[src/rtl/apb_initiator_if.sv]
// Signal bundle for apb_initiator: request/response handshake plus the APB bus.
// master is the initiator's view; slave is the requester + APB target side.
interface apb_initiator_if #(
    parameter int APB_AW = 10,
    parameter int APB_DW = 32
);
    logic              req_valid_i;
    logic              req_ready_o;
    logic              req_write_i;
    logic [APB_AW-1:0] req_addr_i;
    logic [APB_DW-1:0] req_wdata_i;

    logic              rsp_valid_o;
    logic              rsp_ready_i;
    logic [APB_DW-1:0] rsp_rdata_o;
    logic              rsp_err_o;

    logic [APB_AW-1:0] PADDR;
    logic              PSEL;
    logic              PENABLE;
    logic              PWRITE;
    logic [APB_DW-1:0] PWDATA;
    logic [APB_DW-1:0] PRDATA;
    logic              PREADY;
    logic              PSLVERR;

    modport master (
        input  req_valid_i, req_write_i, req_addr_i, req_wdata_i, rsp_ready_i,
               PRDATA, PREADY, PSLVERR,
        output req_ready_o, rsp_valid_o, rsp_rdata_o, rsp_err_o,
               PADDR, PSEL, PENABLE, PWRITE, PWDATA
    );

    modport slave (
        output req_valid_i, req_write_i, req_addr_i, req_wdata_i, rsp_ready_i,
               PRDATA, PREADY, PSLVERR,
        input  req_ready_o, rsp_valid_o, rsp_rdata_o, rsp_err_o,
               PADDR, PSEL, PENABLE, PWRITE, PWDATA
    );
endinterface

[src/rtl/apb_initiator.sv]
// Single-outstanding APB initiator: valid/ready request -> APB SETUP/ACCESS -> response.
// Define APB_TIMEOUT_EN to add a watchdog that aborts ACCESS after TIMEOUT_CYCLES stalled cycles.
module apb_initiator #(
    parameter int APB_AW         = 10,
    parameter int APB_DW         = 32,
    parameter int TIMEOUT_CYCLES = 255
) (
    input  logic            clk,
    input  logic            rst_n,
    apb_initiator_if.master bus
);

    typedef enum logic [1:0] {
        IDLE   = 2'd0,
        SETUP  = 2'd1,
        ACCESS = 2'd2,
        RESP   = 2'd3
    } state_t;

    state_t            state_q, state_d;

    logic [APB_AW-1:0] addr_q;
    logic [APB_DW-1:0] wdata_q;
    logic              write_q;

    logic [APB_DW-1:0] rdata_q, rdata_d;
    logic              err_q, err_d;

    logic              req_load;
    logic              rsp_load;
    logic              misaligned;
    logic              timeout_hit;

    if (TIMEOUT_CYCLES < 1) begin : g_bad_timeout
        $error("apb_initiator: TIMEOUT_CYCLES must be at least 1");
    end

    assign misaligned = (bus.req_addr_i[1:0] != 2'b00);

`ifdef APB_TIMEOUT_EN
    localparam int TO_W = $clog2(TIMEOUT_CYCLES + 1);

    // Counts stalled ACCESS cycles already seen; the current stalled cycle is the last allowed one
    // when the count equals TIMEOUT_CYCLES-1, so ACCESS lasts exactly TIMEOUT_CYCLES cycles.
    logic [TO_W-1:0] to_cnt_q;

    always_ff @(posedge clk or negedge rst_n) begin
        if (!rst_n) begin
            to_cnt_q <= '0;
        end else if (req_load) begin
            to_cnt_q <= '0;
        end else if (state_q == ACCESS && !bus.PREADY) begin
            to_cnt_q <= to_cnt_q + 1'b1;
        end
    end

    assign timeout_hit = (state_q == ACCESS) && !bus.PREADY &&
                         (to_cnt_q == TO_W'(TIMEOUT_CYCLES - 1));
`else
    assign timeout_hit = 1'b0;
`endif

    // NOTE: every signal written here gets a default first, so no latch is inferred on any path.
    always_comb begin
        state_d  = state_q;
        req_load = 1'b0;
        rsp_load = 1'b0;
        rdata_d  = '0;
        err_d    = 1'b0;

        case (state_q)
            IDLE: begin
                if (bus.req_valid_i) begin
                    if (misaligned) begin
                        // Rejected locally: the bus never sees this request.
                        state_d  = RESP;
                        rsp_load = 1'b1;
                        err_d    = 1'b1;
                    end else begin
                        state_d  = SETUP;
                        req_load = 1'b1;
                    end
                end
            end

            SETUP: begin
                state_d = ACCESS;
            end

            ACCESS: begin
                if (bus.PREADY) begin
                    state_d  = RESP;
                    rsp_load = 1'b1;
                    err_d    = bus.PSLVERR;
                    if (!write_q && !bus.PSLVERR) begin
                        rdata_d = bus.PRDATA;
                    end
                end else if (timeout_hit) begin
                    state_d  = RESP;
                    rsp_load = 1'b1;
                    err_d    = 1'b1;
                end
            end

            RESP: begin
                if (bus.rsp_ready_i) begin
                    state_d = IDLE;
                end
            end

            default: begin
                state_d = IDLE;
            end
        endcase
    end

    // NOTE: sequential state uses non-blocking assignments so every register samples pre-edge values.
    always_ff @(posedge clk or negedge rst_n) begin
        if (!rst_n) begin
            state_q <= IDLE;
        end else begin
            state_q <= state_d;
        end
    end

    // NOTE: the holding registers are reset because they drive PADDR/PWRITE/PWDATA directly.
    always_ff @(posedge clk or negedge rst_n) begin
        if (!rst_n) begin
            addr_q  <= '0;
            wdata_q <= '0;
            write_q <= 1'b0;
        end else if (req_load) begin
            addr_q  <= bus.req_addr_i;
            wdata_q <= bus.req_wdata_i;
            write_q <= bus.req_write_i;
        end
    end

    always_ff @(posedge clk or negedge rst_n) begin
        if (!rst_n) begin
            rdata_q <= '0;
            err_q   <= 1'b0;
        end else if (rsp_load) begin
            rdata_q <= rdata_d;
            err_q   <= err_d;
        end
    end

    // Every output is either a register or a pure decode of state_q.
    assign bus.req_ready_o = (state_q == IDLE);
    assign bus.rsp_valid_o = (state_q == RESP);
    assign bus.rsp_rdata_o = rdata_q;
    assign bus.rsp_err_o   = err_q;

    assign bus.PSEL    = (state_q == SETUP) || (state_q == ACCESS);
    assign bus.PENABLE = (state_q == ACCESS);
    assign bus.PADDR   = addr_q;
    assign bus.PWRITE  = write_q;
    assign bus.PWDATA  = wdata_q;

    a_rsp_held: assert property (@(posedge clk) disable iff (!rst_n)
        (state_q == RESP && !bus.rsp_ready_i) |=>
        (state_q == RESP && $stable(rdata_q) && $stable(err_q)));

    a_bus_stable: assert property (@(posedge clk) disable iff (!rst_n)
        (state_q == SETUP || (state_q == ACCESS && !bus.PREADY && !timeout_hit)) |=>
        (state_q == ACCESS && $stable(addr_q) && $stable(wdata_q) && $stable(write_q)));

endmodule

[src/flat_wrapper.sv]
// flat-port wrapper written by rule: the top's interface ports become plain ports
module apb_initiator_flat 
#(
    parameter int APB_AW         = 10,
    parameter int APB_DW         = 32,
    parameter int TIMEOUT_CYCLES = 255
)
  (clk, rst_n, bus_req_valid_i, bus_req_write_i, bus_req_addr_i, bus_req_wdata_i, bus_rsp_ready_i, bus_PRDATA, bus_PREADY, bus_PSLVERR, bus_req_ready_o, bus_rsp_valid_o, bus_rsp_rdata_o, bus_rsp_err_o, bus_PADDR, bus_PSEL, bus_PENABLE, bus_PWRITE, bus_PWDATA);
  apb_initiator_if #(.APB_AW(APB_AW), .APB_DW(APB_DW)) bus_i ();
  input  logic clk;
  input  logic rst_n;
  input wire logic [$bits(bus_i.req_valid_i)-1:0] bus_req_valid_i;
  input wire logic [$bits(bus_i.req_write_i)-1:0] bus_req_write_i;
  input wire logic [$bits(bus_i.req_addr_i)-1:0] bus_req_addr_i;
  input wire logic [$bits(bus_i.req_wdata_i)-1:0] bus_req_wdata_i;
  input wire logic [$bits(bus_i.rsp_ready_i)-1:0] bus_rsp_ready_i;
  input wire logic [$bits(bus_i.PRDATA)-1:0] bus_PRDATA;
  input wire logic [$bits(bus_i.PREADY)-1:0] bus_PREADY;
  input wire logic [$bits(bus_i.PSLVERR)-1:0] bus_PSLVERR;
  output wire logic [$bits(bus_i.req_ready_o)-1:0] bus_req_ready_o;
  output wire logic [$bits(bus_i.rsp_valid_o)-1:0] bus_rsp_valid_o;
  output wire logic [$bits(bus_i.rsp_rdata_o)-1:0] bus_rsp_rdata_o;
  output wire logic [$bits(bus_i.rsp_err_o)-1:0] bus_rsp_err_o;
  output wire logic [$bits(bus_i.PADDR)-1:0] bus_PADDR;
  output wire logic [$bits(bus_i.PSEL)-1:0] bus_PSEL;
  output wire logic [$bits(bus_i.PENABLE)-1:0] bus_PENABLE;
  output wire logic [$bits(bus_i.PWRITE)-1:0] bus_PWRITE;
  output wire logic [$bits(bus_i.PWDATA)-1:0] bus_PWDATA;
  assign bus_i.req_valid_i = bus_req_valid_i;
  assign bus_i.req_write_i = bus_req_write_i;
  assign bus_i.req_addr_i = bus_req_addr_i;
  assign bus_i.req_wdata_i = bus_req_wdata_i;
  assign bus_i.rsp_ready_i = bus_rsp_ready_i;
  assign bus_i.PRDATA = bus_PRDATA;
  assign bus_i.PREADY = bus_PREADY;
  assign bus_i.PSLVERR = bus_PSLVERR;
  assign bus_req_ready_o = bus_i.req_ready_o;
  assign bus_rsp_valid_o = bus_i.rsp_valid_o;
  assign bus_rsp_rdata_o = bus_i.rsp_rdata_o;
  assign bus_rsp_err_o = bus_i.rsp_err_o;
  assign bus_PADDR = bus_i.PADDR;
  assign bus_PSEL = bus_i.PSEL;
  assign bus_PENABLE = bus_i.PENABLE;
  assign bus_PWRITE = bus_i.PWRITE;
  assign bus_PWDATA = bus_i.PWDATA;
  apb_initiator #(.APB_AW(APB_AW), .APB_DW(APB_DW), .TIMEOUT_CYCLES(TIMEOUT_CYCLES)) u_core (.clk(clk), .rst_n(rst_n), .bus(bus_i));
endmodule
[config.mk]
export PLATFORM = sky130hd
export DESIGN_NAME = apb_initiator_flat
export DESIGN_NICKNAME = d
export VERILOG_FILES = /design/src/rtl/apb_initiator_if.sv /design/src/rtl/apb_initiator.sv /design/src/flat_wrapper.sv
export SDC_FILE = /design/constraint.sdc
export NUM_CORES = 1
export LEC_CHECK = 0
export ABC_AREA = 1
export CAP_MARGIN = 20
export CORE_MARGIN = 3
export CORE_UTILIZATION = 41
export DETAILED_ROUTE_END_ITERATION = 6
export GPL_ROUTABILITY_DRIVEN = 1
export PLACE_DENSITY = 0.77
export SYNTH_ARGS = -nofsm -noshare
export SYNTH_HDL_FRONTEND = slang
export SYNTH_SLANG_ARGS = --single-unit
export TNS_END_PERCENT = 20
[constraint.sdc]
create_clock -name clk -period 1.6 [get_ports clk]
set_clock_uncertainty 0.1 [all_clocks]
set_input_delay 0.16 -clock clk [delete_from_list [all_inputs] [get_ports clk]]
set_output_delay 0.16 -clock clk [all_outputs]
set_load 0.01 [all_outputs]
==> metrics.cfg <==
[run_status]
status=finished, final reports clean

[critical_path]
critPathKind=flop to flop
end_kind=flop
regToRegEndpoint=u_core.bus.rsp_rdata_o[3]
cp-start-kind=flop
worstPathRequired_ps=1730
cp.arrival_ps=1700
regToRegStartpoint=u_core.state_q[0]
crit_slowest_cell=dfrtp_1
worstPathMaxFanout=18
reg2reg_depth=8
crit_chain=inv_2 > ha_4 > nand2_2 > inv_2 > nand2_8 > buf_12 > nand3_1 > nand2_1
max_stage_delay_ps=400
r2r_slack_ps=30
crit_top_cell=inv_2

[sta]
setup_viol=0
grt_setup_unrepaired=yes
fmax_ghz=0.6365
finalMaxSlewViolations=0
hold_viol=0
tightest_slew_ps=357.5
setup_tns_ps=0
min_period_ps=1571
fin_crit_sh_pct=98.19
slew_headroom_pct=76.16
timing.hold.ws_ps=180.0

[cells_and_area]
final_cell_area_um2=5612
drive_gt1_share_pct=9.195
layout_common_cells=nand2_1, clkdlybuf4s50_1, dfrtp_1, inv_1, nor2_1
antenna_cells=0
layout_commonest_cell=nand2_1
nets=690
area_delta_synth_final_pct=62.09

[route]
drc=0
via_per_inst=4.779
vias=3398
drt-initial-drc-count=113
wl_per_cell_um=14.44
postRouteAntennaNets=0
routed_wl_um=10260
drt_pass1_iterations=4

[yosys]
synth_mux_area_share_pct=0
synth_xor_area_share_pct=0
ys_seq_elements=78
syn_nets=517
yosys_warnings=0
synthAdderAreaFrac_pct=1.446
synth-compound-area-share_pct=0
syn_inst=432
syn_area_per_cell_um2=8.014
synth_top_family_by_area=simple AND/OR/NAND/NOR gates
synth-simple-area-share_pct=32.71
synth_cell_types=15
syn_area_um2=3462
seq_area_frac_synth_pct=56.38

[die]
io_pins=161
die_w_um=97.89
fp.dieArea_um2=9582
coreArea_um2=7968
num_rows=32
chipHeight_um=97.89
initial_core_util_pct=43.45

[placement]
post_dp_cell_area_um2=5182
place_congestion=0.8334
dp_hpwl_um=6838
io_buffer_count=160

[grt]
antenna_found_initial=0
grt_max_degree=44
overflow=0
first_global_vias=3209
grt_usage_pct=19.75
grt_pass1_wl_um=15480

[clock_network]
cts_tree=built
cts_sinks=78
cts-buffers-inserted=9
clkTransAtPathRegs_ps=80
root_buffer=clkbuf_8
worstSkewPairLatency_ps=340
clockBufferDepth=2
cts.htree.levels=3

[power]
total_power_uw=8492
p_leak_uw=0.002957
power.density_nw_per_um2=1513
ir_drop_uv=939.3

[min_path]
min_path_type=primary input to asynchronous set/reset pin

[job]
drv_cap=0

[where the power goes]
part	switching [µW]	internal [µW]
logic	1980	2160
clock network	681	544
registers	433	2700
[stage by stage]
stage	utilization, %	std cells	setup WS (ps)
after floorplan	-	432	37.83
after global placement	65.04	685	24.01
after detailed placement	65.04	685	-72.65
after CTS	67.27	702	-35.11
after global routing	70.43	711	-51.93
final	70.43	711	28.93
[final cells by class]
cell class	instances	area, µm²
fill	628	2356
sequential	78	1952
timing repair buffer	178	1898
multi-input combinational	291	1303
inverter	47	176.4
clock buffer	10	127.6
tap	102	127.6
clock inverter	5	27.53
[sequential cells by signal, summed over array words and instances (netlist names)]
register                count
u_core.bus.PWDATA          32
u_core.bus.rsp_rdata_o     32
u_core.bus.PADDR           10
u_core.state_q              2
u_core.bus.PWRITE           1
u_core.bus.rsp_err_o        1
[Yosys cell counts]
cell	number	area, µm²
buf_2	7	35.03
nand2_1	207	777.0
inv_2	2	7.510
nand2_4	1	11.26
nand3_1	34	170.2
nor2_1	35	131.4
clkbuf_1	2	7.510
nand2_2	4	25.02
ha_1	4	50.05
inv_1	45	168.9
dfrtp_1	78	1952
buf_6	7	78.83
nand4_1	1	6.260
buf_4	4	30.03
nor2_4	1	11.26
[what timing repair did]
action,in CTS,in global routing
gates resized for setup,12,28
pin swaps,0,3
hold endpoints to repair,78,0
gates cloned,0,8
hold buffers,1,0
setup endpoints to repair,63,76
buffers inserted,1,1
[how the worst max path moves through the flow]
| stage | cells after the start | endpoint | start |
|---|---|---|---|
| after global placement | 8 | u_core.bus.rsp_rdata_o[27] | u_core.state_q[1] |
| after global routing | 9 | u_core.bus.rsp_rdata_o[19] | u_core.state_q[0] |
| after detailed placement | 8 | u_core.bus.rsp_rdata_o[9] | u_core.state_q[0] |
| after CTS | 8 | u_core.bus.rsp_rdata_o[17] | u_core.state_q[1] |
| after floorplan | 8 | u_core.bus.PWRITE | u_core.state_q[0] |
| final | 8 | u_core.bus.rsp_rdata_o[3] | u_core.state_q[0] |
[cells by family after synthesis]
kind of cell,Yosys count
DFF,78
buffers and inverters,67
and+or+nand+nor,283
adders and majority gates,4
[critical path, delay by kind of cell, from the launching register on]
kind,cells,cell delay (ps)
simple gates,4,360
fa+ha+maj,1,170
flops,1,400
buf+inv,3,430
[metal layers]
layer	share of wire, %	track usage, %	vias up
li1	-	-	1632
met1	40	25.05	1578
met2	48	31.62	173
met3	10	7.857	15
met4	1.6	5.218	0
met5	0	0	-
Note: power is estimated with default switching activity, not from simulation.
